File: src/rtl/ni_pkg.sv
// ---------------------------------------------------------------------------
// ni_pkg
//   Shared definitions for the network-interface injection path and the
//   router arbiters: flit geometry, the injection arbiter state type, and
//   field extraction helpers for the fixed {dest_gpu_id, payload} flit.
//
//   Flit layout (FLIT_W = 16):
//     [15:10] dest_gpu_id (DEST_W = 6)
//     [ 9: 0] payload     (PAYLOAD_W = 10)
// ---------------------------------------------------------------------------
package ni_pkg;

    localparam int FLIT_W    = 16;
    localparam int DEST_W    = 6;
    localparam int PAYLOAD_W = 10;

    typedef enum logic {
        ARB_IDLE  = 1'b0,
        ARB_GRANT = 1'b1
    } arb_state_t;

    function automatic logic [DEST_W-1:0] dest_of(input logic [FLIT_W-1:0] flit);
        return flit[FLIT_W-1 -: DEST_W];
    endfunction

    function automatic logic [PAYLOAD_W-1:0] payload_of(input logic [FLIT_W-1:0] flit);
        return flit[PAYLOAD_W-1:0];
    endfunction

endpackage : ni_pkg

File: src/rtl/ni_inject_arbiter_rr_pick.sv
// ---------------------------------------------------------------------------
// rr_pick
//   Combinational round-robin picker. Scans req_i starting at index ptr_i,
//   wrapping modulo NUM_REQ, and returns the first requester found as a
//   one-hot vector. Shared with the router output arbiters.
//
//   Ports:
//     req_i      [NUM_REQ-1:0]  request vector
//     ptr_i      [PTR_W-1:0]    highest-priority index for this pick
//     winner_o   [NUM_REQ-1:0]  one-hot winner, zero when nothing requests
//     any_req_o                 at least one request present
// ---------------------------------------------------------------------------
module rr_pick #(
    parameter int NUM_REQ = 4,
    parameter int PTR_W   = (NUM_REQ > 1) ? $clog2(NUM_REQ) : 1
) (
    input  logic [NUM_REQ-1:0] req_i,
    input  logic [PTR_W-1:0]   ptr_i,
    output logic [NUM_REQ-1:0] winner_o,
    output logic               any_req_o
);

    logic [2*NUM_REQ-1:0] req_dbl;
    logic [NUM_REQ-1:0]   req_rot;
    logic [NUM_REQ-1:0]   oh_rot;
    logic [2*NUM_REQ-1:0] oh_dbl;
    logic                 found;

    // Rotate the request vector so ptr_i lands on bit 0; a fixed-priority
    // scan from bit 0 then implements the wrap-around search.
    assign req_dbl = {req_i, req_i};
    assign req_rot = NUM_REQ'(req_dbl >> ptr_i);

    always_comb begin
        oh_rot = '0;
        found  = 1'b0;
        for (int k = 0; k < NUM_REQ; k++) begin
            if (req_rot[k] && !found) begin
                oh_rot[k] = 1'b1;
                found     = 1'b1;
            end
        end
    end

    // Rotate the one-hot result back into the original index space.
    assign oh_dbl    = {{NUM_REQ{1'b0}}, oh_rot} << ptr_i;
    assign winner_o  = oh_dbl[NUM_REQ-1:0] | oh_dbl[2*NUM_REQ-1:NUM_REQ];
    assign any_req_o = |req_i;

endmodule : rr_pick

File: src/rtl/ni_inject_arbiter.sv
// ---------------------------------------------------------------------------
// ni_inject_arbiter
//   Shares one NI GPU-side injection port among NUM_REQ local requesters.
//   Round-robin arbitration; a granted requester keeps the port for up to
//   MAX_BURST accepted flits, or until it drops valid, so multi-flit
//   transfers stay contiguous. One idle cycle separates consecutive grants.
//   While granted, the owner's data/valid/ready pass through combinationally.
//
//   Optional build macro: ARB_STATS_EN adds flit_count, one saturating
//   16-bit accepted-flit counter per requester.
//
//   Ports:
//     clk        clock, rising edge
//     reset      asynchronous reset, active low
//     req_data   [NUM_REQ*DATA_W-1:0] requester i at [i*DATA_W +: DATA_W]
//     req_valid  [NUM_REQ-1:0]        per-requester flit valid
//     req_ready  [NUM_REQ-1:0]        per-requester accept
//     ni_data    [DATA_W-1:0]         to NI gpu_data_in (zero while idle)
//     ni_valid                        to NI gpu_valid_in
//     ni_ready                        from NI gpu_ready_out
//     grant      [NUM_REQ-1:0]        one-hot owner, zero while idle
//     busy                            high while a grant is held
//     flit_count [NUM_REQ*16-1:0]     (ARB_STATS_EN only) accepted flits
// ---------------------------------------------------------------------------
module ni_inject_arbiter
    import ni_pkg::*;
#(
    parameter int NUM_REQ   = 4,
    parameter int DATA_W    = FLIT_W,
    parameter int MAX_BURST = 4
) (
    input  logic                      clk,
    input  logic                      reset,
    input  logic [NUM_REQ*DATA_W-1:0] req_data,
    input  logic [NUM_REQ-1:0]        req_valid,
    output logic [NUM_REQ-1:0]        req_ready,
    output logic [DATA_W-1:0]         ni_data,
    output logic                      ni_valid,
    input  logic                      ni_ready,
    output logic [NUM_REQ-1:0]        grant,
    output logic                      busy
`ifdef ARB_STATS_EN
    ,
    output logic [NUM_REQ*16-1:0]     flit_count
`endif
);

    localparam int PTR_W = (NUM_REQ > 1) ? $clog2(NUM_REQ) : 1;
    localparam int CNT_W = $clog2(MAX_BURST + 1);

    arb_state_t         state_q, state_d;
    logic [PTR_W-1:0]   ptr_q, ptr_d;
    logic [NUM_REQ-1:0] grant_q, grant_d;
    logic [CNT_W-1:0]   burst_q, burst_d;

    logic [NUM_REQ-1:0] pick_winner;
    logic               pick_any;
    logic [PTR_W-1:0]   owner_idx;
    logic [PTR_W-1:0]   ptr_after_owner;
    logic               owner_valid;
    logic               fire;
    logic               last_beat;

    // -----------------------------------------------------------------------
    // Round-robin pick, evaluated every cycle; only consumed in IDLE.
    // -----------------------------------------------------------------------
    rr_pick #(
        .NUM_REQ (NUM_REQ),
        .PTR_W   (PTR_W)
    ) u_rr_pick (
        .req_i     (req_valid),
        .ptr_i     (ptr_q),
        .winner_o  (pick_winner),
        .any_req_o (pick_any)
    );

    // -----------------------------------------------------------------------
    // State registers
    // -----------------------------------------------------------------------
    always_ff @(posedge clk or negedge reset) begin
        if (!reset) begin
            state_q <= ARB_IDLE;
            ptr_q   <= '0;
            grant_q <= '0;
            burst_q <= '0;
        end else begin
            state_q <= state_d;
            ptr_q   <= ptr_d;
            grant_q <= grant_d;
            burst_q <= burst_d;
        end
    end

    // -----------------------------------------------------------------------
    // Owner decode and pass-through datapath. grant_q is zero outside GRANT,
    // so every output below collapses to zero while idle or in reset.
    // -----------------------------------------------------------------------
    always_comb begin
        owner_idx = '0;
        ni_data   = '0;
        for (int i = 0; i < NUM_REQ; i++) begin
            if (grant_q[i]) begin
                owner_idx = PTR_W'(i);
                ni_data   = req_data[i*DATA_W +: DATA_W];
            end
        end
    end

    assign owner_valid = |(grant_q & req_valid);
    assign ni_valid    = owner_valid;
    assign req_ready   = grant_q & {NUM_REQ{ni_ready}};
    assign grant       = grant_q;
    assign busy        = (state_q == ARB_GRANT);

    assign fire      = owner_valid && ni_ready;
    assign last_beat = (burst_q == CNT_W'(MAX_BURST - 1));

    // Priority after a release moves to the requester just past the owner,
    // so a re-requesting owner waits behind everyone else.
    assign ptr_after_owner = (owner_idx == PTR_W'(NUM_REQ - 1)) ? '0
                                                                 : owner_idx + PTR_W'(1);

    // -----------------------------------------------------------------------
    // Next-state logic
    // -----------------------------------------------------------------------
    always_comb begin
        state_d = state_q;
        ptr_d   = ptr_q;
        grant_d = grant_q;
        burst_d = burst_q;

        unique case (state_q)
            ARB_IDLE: begin
                if (pick_any) begin
                    state_d = ARB_GRANT;
                    grant_d = pick_winner;
                    burst_d = '0;
                end
            end

            ARB_GRANT: begin
                // Valid retraction and burst exhaustion both release; the
                // stored count therefore never reaches MAX_BURST.
                if (!owner_valid || (fire && last_beat)) begin
                    state_d = ARB_IDLE;
                    grant_d = '0;
                    burst_d = '0;
                    ptr_d   = ptr_after_owner;
                end else if (fire) begin
                    burst_d = burst_q + CNT_W'(1);
                end
            end

            default: begin
                state_d = ARB_IDLE;
                grant_d = '0;
                burst_d = '0;
            end
        endcase
    end

`ifdef ARB_STATS_EN
    // -----------------------------------------------------------------------
    // Per-requester accepted-flit counters, saturating at 16'hFFFF.
    // -----------------------------------------------------------------------
    for (genvar g = 0; g < NUM_REQ; g++) begin : g_stats
        logic [15:0] cnt_q, cnt_d;

        always_comb begin
            cnt_d = cnt_q;
            if (fire && grant_q[g] && (cnt_q != 16'hFFFF)) begin
                cnt_d = cnt_q + 16'd1;
            end
        end

        always_ff @(posedge clk or negedge reset) begin
            if (!reset) begin
                cnt_q <= '0;
            end else begin
                cnt_q <= cnt_d;
            end
        end

        assign flit_count[g*16 +: 16] = cnt_q;
    end
`endif

endmodule : ni_inject_arbiter

File: config.mk
export PLATFORM = sky130hd
export DESIGN_NAME = ni_inject_arbiter
export DESIGN_NICKNAME = d
export VERILOG_FILES = /design/src/rtl/ni_pkg.sv /design/src/rtl/ni_inject_arbiter_rr_pick.sv /design/src/rtl/ni_inject_arbiter.sv
export SDC_FILE = /design/constraint.sdc
export NUM_CORES = 1
export LEC_CHECK = 0
export BUFFER_PORTS_ARGS = -buffer_cell sky130_fd_sc_hd__buf_2
export CAP_MARGIN = 30
export CORE_ASPECT_RATIO = 1.5
export CORE_MARGIN = 2
export CORE_UTILIZATION = 34
export CTS_BUF_LIST = sky130_fd_sc_hd__clkbuf_8 sky130_fd_sc_hd__clkbuf_16
export DETAILED_ROUTE_END_ITERATION = 12
export PLACE_DENSITY = 0.75
export SYNTH_ARGS = -nofsm -noshare
export SYNTH_HDL_FRONTEND = slang
export SYNTH_SLANG_ARGS = --single-unit
File: constraint.sdc
create_clock -name clk -period 1.6 [get_ports clk]
set_input_delay 0 -clock clk [delete_from_list [all_inputs] [get_ports clk]]
set_output_delay 0 -clock clk [all_outputs]
set_load 0.005 [all_outputs]
# After elaboration in Yosys (flattened, before gate mapping)
# Cells that the tools add are included.
classes:
  n_eq_ne: 5
  n_mux: 24
  n_reduce_logical: 15
  shifts: 2
  bitwise_logic: 4
  n_addsub: 2
ops:
  columns: ["operator", "count"]
  rows:
  - ["two-way mux 16 bit", 4]
  - ["two-way mux 1 bit", 9]
  - ["two-way mux 3 bit", 3]
  - ["AND 4 bit", 2]
  - ["two-way mux 4 bit", 2]
  - ["case mux 4 bit (2 select lines)", 1]
  - ["OR reduction 4 bit", 2]
  - ["<< shifter 4 x 2 -> 8 bit", 1]
  - ["right shift 8 x 2 -> 4 bit", 1]
  - ["two-way mux 2 bit", 3]
  - ["case mux 3 bit (2 select lines)", 1]
  - ["AND reduction 2 bit", 3]
  - ["logical AND 1 bit", 5]
  - ["zero test 1 bit", 4]
  - ["OR 4 bit", 1]
  - ["adder 3 x 1 -> 3 bit (second input constant)", 1]
  - ["== test 3 x 2 -> 1 bit (second input constant)", 1]
  - ["!= test 3 x 1 -> 1 bit (second input constant)", 1]
  - ["adder 2 x 1 -> 2 bit (second input constant)", 1]
  - ["== test 2 bit (second input constant)", 1]
  - ["!= test 2 x 1 -> 1 bit (second input constant)", 1]
  - ["!= test 2 bit (second input constant)", 1]
  - ["case mux 1 bit (2 select lines)", 1]
  - ["logical OR 1 bit", 1]
  - ["NOT 1 bit", 1]
totals:
  in_bits: 71
  reg_bits: 10

# Depth between registers and ports, before layout
logic_depth:
  word_depth: 15
  depth_mapped: 5
  mapped_depth_nobuf: 5

# Modules after synthesis
# A second synthesis with hierarchy kept.
unflattened:
  hier_cells: 141
  hier_area_um2: 1058.5
by_module_without_submodules:
  columns: ["mod", "n_inst", "area_each_um2", "seq_area_each_um2", "cells_each"]
  rows:
  - ["ni_inject_arbiter", 1, 939.7, 250.2, 121]
  - ["rr_pick", 1, 118.9, 0.0, 20]

# Least setup slack after synthesis
# No wires, ideal clock.
synth_timing:
  path_type: "reg2reg"
  from: "register grant_q[2], in the netlist grant[2]"
  to: "register grant_q[2], in the netlist grant[2]"
  setup_ns: 0.122
  path_stages_with_launch: 6
  n_path_buf: 1
  setup_slack_ns: 0.068
  t_required_ns: 1.478
  t_arrival_ns: 1.411
  cell_sequence: "dfrtp_1 -> clkbuf_1 -> a221oi_2 -> inv_2 -> a31o_1 -> a32o_1"
synth_between:
  elab_chain_cells: 7
synth_lines:
  columns: ["element", "line_no", "rtl"]
  rows:
  - ["start, declared", "ni_inject_arbiter.sv:53", "logic [NUM_REQ-1:0] grant_q, grant_d;"]
  - ["start signal, assigned", "ni_inject_arbiter.sv:89", "grant_q <= grant_d;"]
  - ["AND 4 bit *", "ni_inject_arbiter.sv:109", "assign owner_valid = |(grant_q & req_valid);"]
  - ["OR reduction 4 bit *", "ni_inject_arbiter.sv:109", null]
  - ["via ni_valid", "ni_inject_arbiter.sv:38", "output logic ni_valid,"]
  - ["logical AND 1 bit", "ni_inject_arbiter.sv:115", "assign fire = owner_valid && ni_ready;"]
  - ["logical AND 1 bit", "ni_inject_arbiter.sv:144", "if (!owner_valid || (fire && last_beat)) begin"]
  - ["logical OR 1 bit *", "ni_inject_arbiter.sv:144", null]
  - ["!= test 2 x 1 -> 1 bit (no line) *", null, null]
  - ["AND reduction 2 bit (no line) *", null, null]
# The timed path passes the listed nets; every way through them passes the cells marked *.
# A chain may end at the register's enable or synchronous reset.

# Worst setup path after layout
layout_timing:
  from: "register grant_q[0], in the netlist grant[0]"
  to: "output ni_data[7]"
layout_between:
  elab_chain_cells: 4
layout_lines:
  columns: ["element", "line_no", "rtl"]
  rows:
  - ["two-way mux 16 bit (4 in a row)", "ni_inject_arbiter.sv:102", "if (grant_q[i]) begin"]
  - ["end, declared", "ni_inject_arbiter.sv:37", "output logic [DATA_W-1:0] ni_data,"]
# Every way passes these cells.

==> impl_metrics.env <==
export IMPL_synth_cells=148
export IMPL_synth_seq_area_share_pct=22.6
export IMPL_critical_path_reg2reg_startpoint="grant[1]"
export IMPL_syn_nets=221
export IMPL_latest_clock_arrival_within_the_worst_skew_pair_ps=240
export IMPL_maximum_number_of_pins_on_one_net_before_global_route_repair=38
export IMPL_post_dp_hpwl_um=3230
export IMPL_syn_cell_area_sq_um=1110
export IMPL_post_synth_mux_area_share_pct=2.71
export IMPL_layout_area_growth_over_synthesis_pct=63.3
export IMPL_finalHoldViolations=0
export IMPL_route_detailed_drc=0
export IMPL_clock_tree_buffer_depth=2
export IMPL_maxSlewHeadroom_pct=74.7
export IMPL_number_of_sinks_driven_by_the_clock_tree=10
export IMPL_timing_max_cap_violations=0
export IMPL_ctsRootBufferMaster="sky130_fd_sc_hd__clkbuf_8"
export IMPL_number_of_levels_the_h_tree_was_split_into=1
export IMPL_syn_avg_cell_area_sq_um=7.48
export IMPL_most_common_cell_after_layout_fill_and_taps_aside="sky130_fd_sc_hd__buf_2"
export IMPL_fin_nets=319
export IMPL_total_die_area_sq_um=3740
export IMPL_layout_setup_ws_ps=41.5
export IMPL_numPortBuffers=96
export IMPL_grtUsageTotal_pct=22.6
export IMPL_synth_seq_cells=10
export IMPL_critPathLaunch="grant[0]"
export IMPL_synth_warning_count=0
export IMPL_antenna_found_initial=0
export IMPL_final_setup_skew_ps=0.662
export IMPL_finish_cell_count_without_fillers=284
export IMPL_synth_compound_area_share_pct=40.8
export IMPL_timing_setup_critical_path_class="reg2out"
export IMPL_gr_total_overflow=0
export IMPL_worst_setup_hold_path_clk_slew_ps=50
export IMPL_crit_chain="buf_6 > nor2b_4 > buf_6 > a221oi_1 > o31ai_1 > buf_2"
export IMPL_route_detailed_vias_per_inst=5.57
export IMPL_placement_rows=25
export IMPL_ratio_of_cells_with_drive_above_1_in_the_final_layout_pct=51.2
export IMPL_reg2reg_setup_slack_ps=100
export IMPL_critPathMostFrequentCell="sky130_fd_sc_hd__buf_6"
export IMPL_synthXorXnorAreaFrac_pct=0
export IMPL_preCtsSetupSlack_ps=114
export IMPL_slew_viol_final=0
export IMPL_critPathRequiredTime_ps=1600
export IMPL_wire_per_inst_um=15.5
export IMPL_tritoncts="built"
export IMPL_post_route_min_period_ps=1560
export IMPL_gp_congestion=0.924
export IMPL_synth_lib_cells_used_distinct=31
export IMPL_yosys_area_top_type="sky130_fd_sc_hd__dfrtp_1"
export IMPL_nFillCells=317
export IMPL_final_core_util_pct=57.8
export IMPL_initial_core_util_pct=35.4
export IMPL_synthTopCellsByArea="sky130_fd_sc_hd__dfrtp_1 23%, sky130_fd_sc_hd__a221oi_1 13%, sky130_fd_sc_hd__o31ai_1 11%, sky130_fd_sc_hd__nor2b_1 11%, sky130_fd_sc_hd__nand2_1 6.8%"
export IMPL_synthSimpleGateAreaFrac_pct=24.3
export IMPL_wirelength_um=4390
export IMPL_grt_first_pass_wirelength_um=6580
export IMPL_post_synth_fa_ha_maj_area_fraction_pct=2.26
export IMPL_antenna_cells=0
export IMPL_place_detailed_instances=279
export IMPL_drtIter0Drc=25
export IMPL_worst_hold_path_type="in2reg"
export IMPL_powerDensity_nw_per_um2=1360
export IMPL_status="completed"
export IMPL_synth_top_area_share_pct=22.6
export IMPL_setup_worst_path_end_class="output port"
export IMPL_synth_top_family_by_area="compound AO/OA/AOI/OAI gates"
export IMPL_die_height_um=73.9
export IMPL_fp_dieW_um=50.6
export IMPL_cp_max_fo=8
export IMPL_fin_hold_ws_ps=97.0
export IMPL_placeableCoreArea_sq_um=3130
export IMPL_num_vias=1581
export IMPL_worst_r2r_path_depth=5
export IMPL_rr_endpoint="grant[2]"
export IMPL_cp_arrival_ps=1560
export IMPL_worst_path_largest_cell_delay_ps=380
export IMPL_setup_tns_ps=0
export IMPL_cp_start_kind="register"
export IMPL_leakage_nw=0.880
export IMPL_ios=97
export IMPL_worst_slew_pin_slew_ps=376
export IMPL_grt_setup_unrepaired="true"
export IMPL_detailedRoute_firstPassIterationCount=4
export IMPL_drt_antenna_violating_nets=0
export IMPL_fin_crit_sh_pct=97.4
export IMPL_number_of_global_route_vias_before_repair=1446
export IMPL_layout_cells_most_common_list="96 x sky130_fd_sc_hd__buf_2, 20 x sky130_fd_sc_hd__nand2_1, 18 x sky130_fd_sc_hd__nor2b_1"
export IMPL_worst_path_max_delay_cell="sky130_fd_sc_hd__dfrtp_1"
export IMPL_report_final_setup_viol=0
export IMPL_cp_endpoint="ni_data[7]"
export IMPL_vdd_ir_drop_max_mv=0.837
export IMPL_buffers_inserted_by_post_cts_timing_repair=0
export IMPL_tritoncts_num_buffers=3
export IMPL_maxClockFrequency_mhz=642
[synth_stat cells]
cell	instances
sky130_fd_sc_hd__nand2_1	20
sky130_fd_sc_hd__o21ai_0	10
sky130_fd_sc_hd__and2_1	4
sky130_fd_sc_hd__a21o_1	1
sky130_fd_sc_hd__a21oi_1	5
sky130_fd_sc_hd__nand3b_1	1
sky130_fd_sc_hd__o2111ai_1	3
sky130_fd_sc_hd__a32o_1	2
sky130_fd_sc_hd__clkinv_1	1
sky130_fd_sc_hd__a22o_1	1
sky130_fd_sc_hd__inv_2	1
sky130_fd_sc_hd__dfrtp_1	10
sky130_fd_sc_hd__or4_1	1
sky130_fd_sc_hd__nand3_1	3
sky130_fd_sc_hd__nor2_1	2
sky130_fd_sc_hd__nor2_2	1
sky130_fd_sc_hd__clkbuf_1	11
sky130_fd_sc_hd__a31oi_1	1
sky130_fd_sc_hd__nor2b_1	19
sky130_fd_sc_hd__a32oi_1	1
sky130_fd_sc_hd__a31o_1	1
sky130_fd_sc_hd__o32ai_1	1
sky130_fd_sc_hd__o31ai_1	16
sky130_fd_sc_hd__inv_1	6
sky130_fd_sc_hd__buf_2	2
sky130_fd_sc_hd__nor4_1	1
sky130_fd_sc_hd__mux2i_1	3
sky130_fd_sc_hd__a221oi_1	16
sky130_fd_sc_hd__o22ai_1	1
sky130_fd_sc_hd__ha_1	2
sky130_fd_sc_hd__a221oi_2	1
[kinds of logic after synthesis]
group,Yosys count
AO/OA/AOI/OAI,60
AND/OR/NAND/NOR,52
buffers and inverters,21
flip-flops,10
multiplexers,3
adder cells (fa/ha/maj),2
[sequential cells by signal, indices dropped and copies added, names as in the netlist]
register / count
burst_q: 3
grant: 4
busy: 1
ptr_q: 2
[per-stage QoR]
step	power (mW)	cell area [sq um]
2_1_floorplan	1.35	1110
3_3_place_gp	1.99	1650
3_5_place_dp	2.00	1650
4_1_cts	2.30	1710
5_1_grt	2.65	1810
6_report	2.46	1810
[how the worst min path moves through the flow]
stage / start / endpoint / slack, ps / depth (start not counted)
3_5_place_dp: reset / grant[2] / -120 / 1
2_1_floorplan: reset / burst_q[0] / -300 / 0
6_report: req_valid[0] / grant[0] / 100 / 2
3_3_place_gp: reset / grant[2] / -120 / 1
5_1_grt: req_valid[0] / grant[0] / 110 / 2
4_1_cts: req_valid[0] / grant[0] / 90 / 2
[area by class of cell]
cell class	count	area, sq um	area share [%]
multi-input combinational	117	858	47.5
timing repair buffer	106	577	31.9
sequential	10	251	13.9
tap	40	50.0	2.77
clock buffer	3	41.3	2.28
inverter	8	30.0	1.66
[critical path, delay by kind of cell (launching register included)]
family / cells / cell delay (ps)
DFF: 1 / 380
buffers and inverters: 3 / 410
and+or+nand+nor: 1 / 130
AOI/OAI and AO/OA: 2 / 410
[repair_timing]
action	CTS	global route
endpoints found under the setup margin	5	16
hold buffers	1	0
gates cloned	0	1
endpoints found under the hold margin	10	0
gates resized for setup	2	20
pin swaps	0	2
[routing by layer]
metal	routed length, um	vias up	track usage [%]
met5	0	-	0
met4	139	0	10.5
met3	286	16	4.47
met2	2150	87	40.4
met1	1820	717	25.5
li1	-	761	-
[where the power goes]
| group | internal [mW] | total, mW | switching [mW] |
|---|---|---|---|
| Combinational | 0.884 | 1.78 | 0.899 |
| Clock | 0.165 | 0.272 | 0.106 |
| Sequential | 0.329 | 0.405 | 0.0758 |
| Total | 1.38 | 2.46 | 1.08 |
Note: power is estimated with default switching activity, not from simulation.
